## src/rtl/phase_scheduler.sv

```systemverilog
// phase_scheduler: two-group intersection phase sequencer with round-robin preempt arbitration.
// Ports:
//   clk, rst_n    - system clock, asynchronous active-low reset
//   tick          - one-cycle pulse per second
//   mode          - 00 run, 01 night, 1x hold (settings edit)
//   green_len     - main/left-turn green duration in seconds (0 treated as 1)
//   yellow_len    - yellow duration in seconds (0 treated as 1)
//   req           - preempt request pulses, bit0 group1, bit1 group2
//   phase         - current phase code (0 night, 1-8 normal cycle, 9/10 preempt)
//   cnt           - remaining seconds of the current phase
//   grant         - one-hot while a preempt phase runs
//   pending       - latched unserved preempt requests
//   period_start  - one-cycle pulse on every phase entry except night
module phase_scheduler #(
    parameter int CNT_WIDTH   = 11,
    parameter int PREEMPT_LEN = 5
) (
    input  logic                 clk,
    input  logic                 rst_n,
    input  logic                 tick,
    input  logic [1:0]           mode,
    input  logic [CNT_WIDTH-1:0] green_len,
    input  logic [CNT_WIDTH-1:0] yellow_len,
    input  logic [1:0]           req,
    output logic [3:0]           phase,
    output logic [CNT_WIDTH-1:0] cnt,
    output logic [1:0]           grant,
    output logic [1:0]           pending,
    output logic                 period_start
);
    typedef enum logic [3:0] {
        NIGHT = 4'd0,
        G1    = 4'd1, G1Y = 4'd2, G1L = 4'd3, G1LY = 4'd4,
        G2    = 4'd5, G2Y = 4'd6, G2L = 4'd7, G2LY = 4'd8,
        PRE1  = 4'd9, PRE2 = 4'd10
    } phase_e;

    localparam logic [CNT_WIDTH-1:0] PRE_LEN = (PREEMPT_LEN < 1) ? CNT_WIDTH'(1) : CNT_WIDTH'(PREEMPT_LEN);

    phase_e               phase_q, phase_d, succ, norm_succ;
    logic [CNT_WIDTH-1:0] cnt_q, cnt_d, green_eff, yellow_eff, succ_len;
    logic [1:0]           pending_q, pending_d, req_ok;
    logic                 rr_q, rr_d, period_start_q, period_start_d;
    logic                 win, preempt;

    always_comb begin
        green_eff  = (green_len == '0) ? CNT_WIDTH'(1) : green_len;
        yellow_eff = (yellow_len == '0) ? CNT_WIDTH'(1) : yellow_len;
        // a request for the group already being served is redundant
        req_ok     = req & ~{phase_q == PRE2, phase_q == PRE1};
        // rr_q is the last granted group; a tie goes to the other one
        win        = (pending_q == 2'b11) ? ~rr_q : pending_q[1];
        preempt    = (phase_q inside {G1Y, G1LY, G2Y, G2LY, PRE1, PRE2}) && (pending_q != 2'b00);
        norm_succ  = (phase_q == G2LY || phase_q == PRE1) ? G1 :
                     (phase_q == PRE2) ? G2 : phase_e'(phase_q + 4'd1);
        succ       = preempt ? (win ? PRE2 : PRE1) : norm_succ;
        succ_len   = (succ == PRE1 || succ == PRE2) ? PRE_LEN : (succ[0] ? green_eff : yellow_eff);
        phase_d        = phase_q;
        cnt_d          = cnt_q;
        pending_d      = pending_q | req_ok;
        rr_d           = rr_q;
        period_start_d = 1'b0;
        if (mode == 2'b01) begin
            phase_d   = NIGHT;
            cnt_d     = '0;
            pending_d = 2'b00;
        end else if (phase_q > PRE2) begin
            phase_d = NIGHT;
            cnt_d   = '0;
        end else if (mode == 2'b00) begin
            if (phase_q == NIGHT) begin
                phase_d        = G1;
                cnt_d          = green_eff;
                period_start_d = 1'b1;
            end else if (tick) begin
                if (cnt_q > CNT_WIDTH'(1)) begin
                    cnt_d = cnt_q - CNT_WIDTH'(1);
                end else begin
                    phase_d        = succ;
                    cnt_d          = succ_len;
                    period_start_d = 1'b1;
                    if (preempt) begin
                        pending_d[win] = 1'b0;
                        rr_d           = win;
                    end
                end
            end
        end
    end

    always_ff @(posedge clk or negedge rst_n) begin
        if (!rst_n) begin
            phase_q        <= NIGHT;
            cnt_q          <= '0;
            pending_q      <= 2'b00;
            rr_q           <= 1'b0;
            period_start_q <= 1'b0;
        end else begin
            phase_q        <= phase_d;
            cnt_q          <= cnt_d;
            pending_q      <= pending_d;
            rr_q           <= rr_d;
            period_start_q <= period_start_d;
        end
    end

    assign phase        = phase_q;
    assign cnt          = cnt_q;
    assign grant        = {phase_q == PRE2, phase_q == PRE1};
    assign pending      = pending_q;
    assign period_start = period_start_q;
endmodule

```

## config.mk

```make
export PLATFORM = sky130hd
export DESIGN_NAME = phase_scheduler
export DESIGN_NICKNAME = d
export VERILOG_FILES = /design/src/rtl/phase_scheduler.sv
export SDC_FILE = /design/constraint.sdc
export NUM_CORES = 1
export LEC_CHECK = 0
export CORE_MARGIN = 3
export CORE_UTILIZATION = 47
export DETAILED_ROUTE_END_ITERATION = 7
export PLACE_DENSITY = 0.86
export SLEW_MARGIN = 20
export SYNTH_ARGS = -nofsm -noshare
export SYNTH_HDL_FRONTEND = slang
export SYNTH_SLANG_ARGS = --single-unit
```

## constraint.sdc

```tcl
create_clock -name clk -period 2.6 [get_ports clk]
set_input_delay 0.52 -clock clk [delete_from_list [all_inputs] [get_ports clk]]
set_output_delay 0.52 -clock clk [all_outputs]
set_load 0.01 [all_outputs]
```

==> impl_metrics.csv, run 1 <==
group,metric,value,unit
clock_tree,cts_tree,"built",
timing,setup_viol,0,
setup_path,cp-start-kind,"register",
global_route,grt-ovfl-total,0,
clock_tree,h-tree-depth,1,
power,clock_power_share,7.3,%
power,p_int,1.20,mW
setup_path,ff2ff_path_depth,5,
finish,area_delta_synth_final,36.9,%
placed_design,gp_congestion,0.904,
clock_tree,cts_hold_buf,0,
synth,ys_types,54,
clock_tree,clk_latency,0.32,ns
clock_tree,cts_max_path_buffers,2,
detailed_routing,drc_errors,2,
setup_path,worst_r2r_startpoint,"cnt[5]",
placed_design,dp_hpwl,3.84,mm
power,p_seq_share,25.6,%
detailed_routing,drt_iter0_markers,120,
timing,fin_skew,0.00233,ns
synth,seq_area_frac_synth,29.1,%
floorplan,design.core.area,3180,µm²
finish,n_antenna_cell,0,
min_path,hold_path_class,"reg2reg",
detailed_routing,viasPerCell,6.22,
synth,postSynthCellCount,198,
global_route,grt_usage,24.4,%
detailed_routing,ant_nets,0,
finish,nets,284,
power,powerDensity,1030,nW/µm²
detailed_routing,routed_wl,5.01,mm
power,sw_frac_of_total,47.8,%
floorplan,dieWidth,65.0,µm
synth,synth-seq-cells,19,
setup_path,crit_chain,"nor3b_1 > nand2_1 > inv_1 > clkdlybuf4s50_1",
global_route,grt_max_degree,20,
synth,avgSynthCellArea,8.26,µm²
clock_tree,clock_sinks,19,
floorplan,fp.dieH,65.0,µm
timing,hold_viol,0,
floorplan,ios,49,
floorplan,start_util,51.5,%
detailed_routing,first_pass_iters,6,
setup_path,critPathBufInv,2,
min_path,holdPathStages,1,
timing,fmax,406,MHz
power,p_switching,1.10,mW
synth,synth-edff-count,0,
setup_path,critPathMaxFanout,11,
detailed_routing,wl_per_cell,16.9,µm
job,cap_viol_max_count,0,
setup_path,regToRegSetupSlack,0.26,ns
synth,synth_area,1640,µm²
power,p_leak,0.890,nW
timing,finalCriticalPeriod,2.46,ns
setup_path,critPathKind,"reg2out",
detailed_routing,detailroute.via_count,1840,
global_route,grt_pass1_vias,1696,
setup_path,worstSetupEndpointType,"output pin",
floorplan,die-area,4220,µm²
finish,drive_above_1_share,10.3,%
synth,syn_nets,229,
global_route,grt_pass1_wl,8.20,mm
timing,worstMarginPinSlew,0.757,ns
setup_path,required,2.08,ns
clock_tree,clock-root-buffer,"clkbuf_4",
setup_path,critPathTopFamily,"buffers and inverters",
timing,maxSlewViolCount,0,
clock_tree,cts_buffers,3,
synth,yosys_warnings,0,
placed_design,port-buffer-count,48,
setup_path,rr_endpoint,"cnt[8]",
clock_tree,clk_pin_slew_worst_paths,0.12,ns
run_status,violations,"design-rule violations",
global_route,antenna_found_initial,0,
timing,tns,0,ns
timing,timing.final.crit_share,94.8,%
setup_path,cp_slowest_stage_delay,0.58,ns
timing,relSlewSlack,49.5,%
synth,synth_ff_type,"dfrtp_1",
power,ir_worst_vdd,0.000498,V
clock_tree,cts_resized,0,
min_path,min_from,"rr_q",
setup_path,crit_slowest_cell,"dfrtp_1",
timing,rsz0062_at_grt,"false",
finish,fin_util,70.4,%
clock_tree,cts_setup_buffers,0,
min_path,whs_endpoint,"rr_q",
run_status,status,"finished, violations left",
synth,synthArstFlopShare,100,%
floorplan,num_rows,20,
power,power_frac_comb,67.2,%
finish,nFillCells,258,
setup_path,cp.arrival,1.94,ns
## cell usage after synthesis, drive strengths merged, types with 2 or more instances
cell type  instances  area [µm²]
mux2i              6        60.1
or2                2        12.5
and2               3        18.8
ha                 2        25.0
a221o              3        30.0
a31oi              4        25.0
o311ai             2        17.5
dfrtp             19         475
a211oi             3        22.5
o21ai             12        60.1
nand3              5        25.0
nor2b              4        25.0
or4                2        15.0
nor3               6        30.0
o22ai              5        31.3
buf                9        51.3
o31ai              4        30.0
inv                7        26.3
o221ai             2        17.5
nand2             14        52.6
xor2               2        17.5
a21o               3        22.5
clkbuf             2        7.51
nor4               9        62.6
nand2b             3        18.8
a22oi              2        15.0
xnor2              4        35.0
o21bai             2        15.0
a21boi             2        15.0
nor4b              3        32.5
nor3b              5        37.5
nor2              19        71.3
a21oi              9        56.3
o211ai             4        30.0
## power groups by stage
stage | Sequential [mW] | Clock (mW) | Combinational (mW)
after global placement | 0.577 | 0 | 1.50
after global routing | 0.606 | 0.175 | 1.68
after CTS | 0.579 | 0.163 | 1.52
after floorplan | 0.570 | 0 | 0.999
final | 0.588 | 0.167 | 1.54
after detailed placement | 0.585 | 0 | 1.52
## routing by layer
metal  GRT usage (%)  wire, µm
met1            34.8      2150
met3            2.95       451
met2            39.3      2340
met4            5.54        59
met5               0         0
## cell usage in the layout, fill, tap and decap left out, types with 6 or more instances in the layout
| master | netlist | routed |
|---|---|---|
| o21ai_0 | 12 | 12 |
| clkdlybuf4s50_1 | 0 | 48 |
| a21oi_1 | 8 | 8 |
| mux2i_1 | 6 | 6 |
| nand2_1 | 14 | 14 |
| nor2_1 | 19 | 19 |
| nor3_1 | 6 | 6 |
| nor4_1 | 8 | 8 |
| dfrtp_1 | 19 | 18 |
| inv_1 | 7 | 7 |
| buf_4 | 0 | 13 |
## state kept, by name, indices dropped and copies added, names as in the netlist
| name | count |
|---|---|
| cnt | 11 |
| pending | 2 |
| rr_q | 1 |
| period_start | 1 |
| phase | 4 |
## per-stage QoR
step | instance area (µm²) | hold WS, ns | instances | power (mW) | setup slack, ns
finish | 2240 | 0.514 | 296 | 2.30 | 0.135
global route | 2240 | 0.530 | 296 | 2.46 | 0.0391
CTS | 2240 | 0.508 | 296 | 2.27 | 0.0956
detailed placement | 2210 | 0.480 | 292 | 2.10 | 0.126
global placement | 2210 | 0.471 | 292 | 2.08 | 0.247
floorplan | 1640 | 0.224 | 198 | 1.57 | 0.637
## logic make-up after synthesis
group                      after synthesis  share of synthesized area [%]
buffers and inverters                   18                           5.20
DFF                                     19                           29.1
adders and majority gates                2                           1.53
xor gates and xnor gates                 6                           3.21
AOI/OAI and AO/OA                       67                           29.6
muxes                                    7                           4.36
and+or+nand+nor                         79                           27.0
## area by class of cell
cell class,instances,area [µm²],share of cell area (%)
multi-input cells,161,1070,48.0
repair buffers,61,578,25.8
flip-flops and latches,19,477,21.3
well taps,44,55.1,2.46
inverters,7,26.3,1.17
clock buffers,3,22.5,1.01
clock inverters,1,5.00,0.224
## how the worst max path moves through the flow
| stage | cells after the start | to | slack (ns) | from |
|---|---|---|---|---|
| CTS | 3 | grant[1] | 0.1 | phase[2] |
| detailed placement | 6 | pending[1] | 0.13 | mode[0] |
| global placement | 6 | pending[1] | 0.25 | mode[0] |
| global route | 4 | grant[0] | 0.04 | phase[3] |
| finish | 4 | grant[0] | 0.14 | phase[3] |
| floorplan | 8 | phase[3] | 0.64 | cnt[1] |
(Power assumes the default switching activity.)
==> run 2: changes to the inputs <==
==> constraint.sdc (replaced) <==
create_clock -name clk -period 2.8 [get_ports clk]
set_input_delay 0.56 -clock clk [delete_from_list [all_inputs] [get_ports clk]]
set_output_delay 0.56 -clock clk [all_outputs]
set_load 0.01 [all_outputs]
==> impl_metrics.csv, run 2 (synthesis results as in run 1) <==
group,metric,value,unit
setup_path,worst_r2r_startpoint,"cnt[5]",
global_route,grt_pass1_vias,1770,
setup_path,regToRegSetupSlack,0.29,ns
finish,register_area,475,µm²
power,ir_worst_vdd,0.000417,V
detailed_routing,drc_errors,0,
floorplan,fp.dieH,65.0,µm
detailed_routing,routed_wl,4.86,mm
finish,nets,278,
detailed_routing,met1_length,2.05,mm
setup_path,ff2ff_path_depth,5,
placed_design,gp_congestion,0.872,
finish,area_delta_synth_final,34.0,%
clock_tree,cts_hold_buf,0,
setup_path,cp.arrival,2.03,ns
global_route,grt_pass1_wl,8.31,mm
clock_tree,clk_latency,0.31,ns
setup_path,critPathKind,"reg2out",
setup_path,worstSetupEndpointType,"output pin",
finish,final_common_cell,"clkdlybuf4s50_1",
finish,drive_above_1_share,7.32,%
setup_path,critPathTopFamily,"flip-flops",
job,cap_viol_max_count,0,
detailed_routing,viasPerCell,6.23,
timing,worstMarginPinSlew,0.871,ns
min_path,hold_path_class,"reg2reg",
placed_design,place_area,2160,µm²
min_path,min_from,"rr_q",
timing,finalCriticalPeriod,2.59,ns
floorplan,design.core.area,3180,µm²
clock_tree,clock_sinks,19,
global_route,grt-ovfl-total,0,
setup_path,cp-start-kind,"register",
finish,n_antenna_cell,0,
setup_path,critPathBufInv,2,
timing,relSlewSlack,41.7,%
timing,fin_hold_ws,0.498,ns
finish,mostFrequentLayoutCells,"clkdlybuf4s50_1 (48), nor2_1 (19), dfrtp_1 (19), nand2_1 (14), o21ai_0 (12)",
power,powerDensity,955,nW/µm²
clock_tree,clk_pin_slew_worst_paths,0.11,ns
detailed_routing,wl_met2,2.23,mm
clock_tree,cts_setup_buffers,0,
setup_path,crit_chain,"nor3b_1 > nand2_1 > inv_1 > clkdlybuf4s50_1",
timing,maxSlewViolCount,0,
detailed_routing,first_pass_iters,5,
setup_path,critical_path_depth,4,
detailed_routing,detailroute.via_count,1807,
timing,rsz0062_at_grt,"false",
clock_tree,cts_max_path_buffers,2,
floorplan,die-area,4220,µm²
timing,hold_viol,0,
finish,nFillCells,264,
detailed_routing,routed-wl-met3,516,µm
detailed_routing,wl_per_cell,16.7,µm
clock_tree,clock-root-buffer,"clkbuf_4",
clock_tree,h-tree-depth,1,
detailed_routing,ant_nets,0,
detailed_routing,drt_iter0_markers,160,
min_path,whs_endpoint,"rr_q",
timing,setup_viol,0,
floorplan,num_rows,20,
clock_tree,cts_buffers,3,
setup_path,required,2.24,ns
detailed_routing,dr.max_layer_used,"met4",
timing,tns,0,ns
timing,fmax,386,MHz
finish,multi_input_area,1070,µm²
setup_path,cp_slowest_stage_delay,0.66,ns
global_route,grt_usage,24.6,%
power,p_leak,0.859,nW
finish,largest_register_ffs,11,
floorplan,dieWidth,65.0,µm
global_route,antenna_found_initial,0,
placed_design,dp_hpwl,3.62,mm
setup_path,critPathMaxFanout,15,
min_path,holdPathStages,1,
timing,timing.final.crit_share,92.6,%
run_status,status,"completed",
clock_tree,cts_resized,0,
timing,fin_skew,0.00404,ns
global_route,grt_max_degree,20,
setup_path,crit_slowest_cell,"dfrtp_1",
setup_path,rr_endpoint,"cnt[8]",
finish,final_area,2190,µm²
placed_design,port-buffer-count,48,
floorplan,ios,49,
clock_tree,cts_tree,"built",
floorplan,start_util,51.5,%
run 2: changes by cell type in the layout (fill, tap and decap cells not counted), sizes merged:
cell and delta:
buf -6, clkinv -1, clkbuf +1
run 2: worst max-delay path by stage:
stage	start	to	slack [ns]
final	phase[3]	grant[0]	0.21
after global routing	phase[3]	grant[1]	0.07
after CTS	phase[3]	grant[0]	0.24
after detailed placement	mode[1]	pending[1]	0.27
after global placement	mode[1]	pending[1]	0.33
after floorplan	cnt[1]	phase[3]	0.84
run 2: routing by layer:
layer	vias to the layer above	GRT usage, %
met2	100	38.2
li1	858	-
met1	840	34.1
met5	-	0
met3	9	5.55
met4	0	7.12
run 2: worst register-to-register path, cell delays in order, from the launching register on:
cell     delay, ns
dfrtp_1       0.46
nor4_2        0.49
and4b_1       0.67
nand2_1       0.25
nor3_1        0.36
a221o_1       0.21
run 2: layout make-up:
class	instances	share of cell area [%]
Clock buffer	4	1.20
Inverter	7	1.20
Multi-Input combinational cell	161	49.1
Sequential cell	19	21.7
Tap cell	44	2.51
Timing Repair Buffer	55	24.3
run 2: power by group:
part           internal (mW)  total, mW  switching, mW
sequential             0.365      0.548          0.183
clock                 0.0556      0.147         0.0916
combinational          0.671       1.40          0.726
total                   1.09       2.09           1.00
run 2: through the flow:
| stage | utilization (%) | setup WS, ns | power (mW) | instances |
|---|---|---|---|---|
| detailed placement | 68.1 | 0.269 | 1.92 | 286 |
| finish | 68.9 | 0.208 | 2.09 | 290 |
| global placement | 68.1 | 0.334 | 1.90 | 286 |
| global route | 68.9 | 0.0670 | 2.27 | 290 |
| CTS | 68.9 | 0.239 | 2.07 | 290 |
| floorplan | - | 0.837 | 1.46 | 198 |
==> run 3: changes to the inputs <==
--- a/config.mk
+++ b/config.mk
@@ -5,6 +5,7 @@
 export SDC_FILE = /design/constraint.sdc
 export NUM_CORES = 1
 export LEC_CHECK = 0
+export CAP_MARGIN = 5
 export CORE_MARGIN = 3
 export CORE_UTILIZATION = 47
 export DETAILED_ROUTE_END_ITERATION = 7
==> results of run 3 <==
No change in the layout: final DEF, timing and power equal those of run 2.
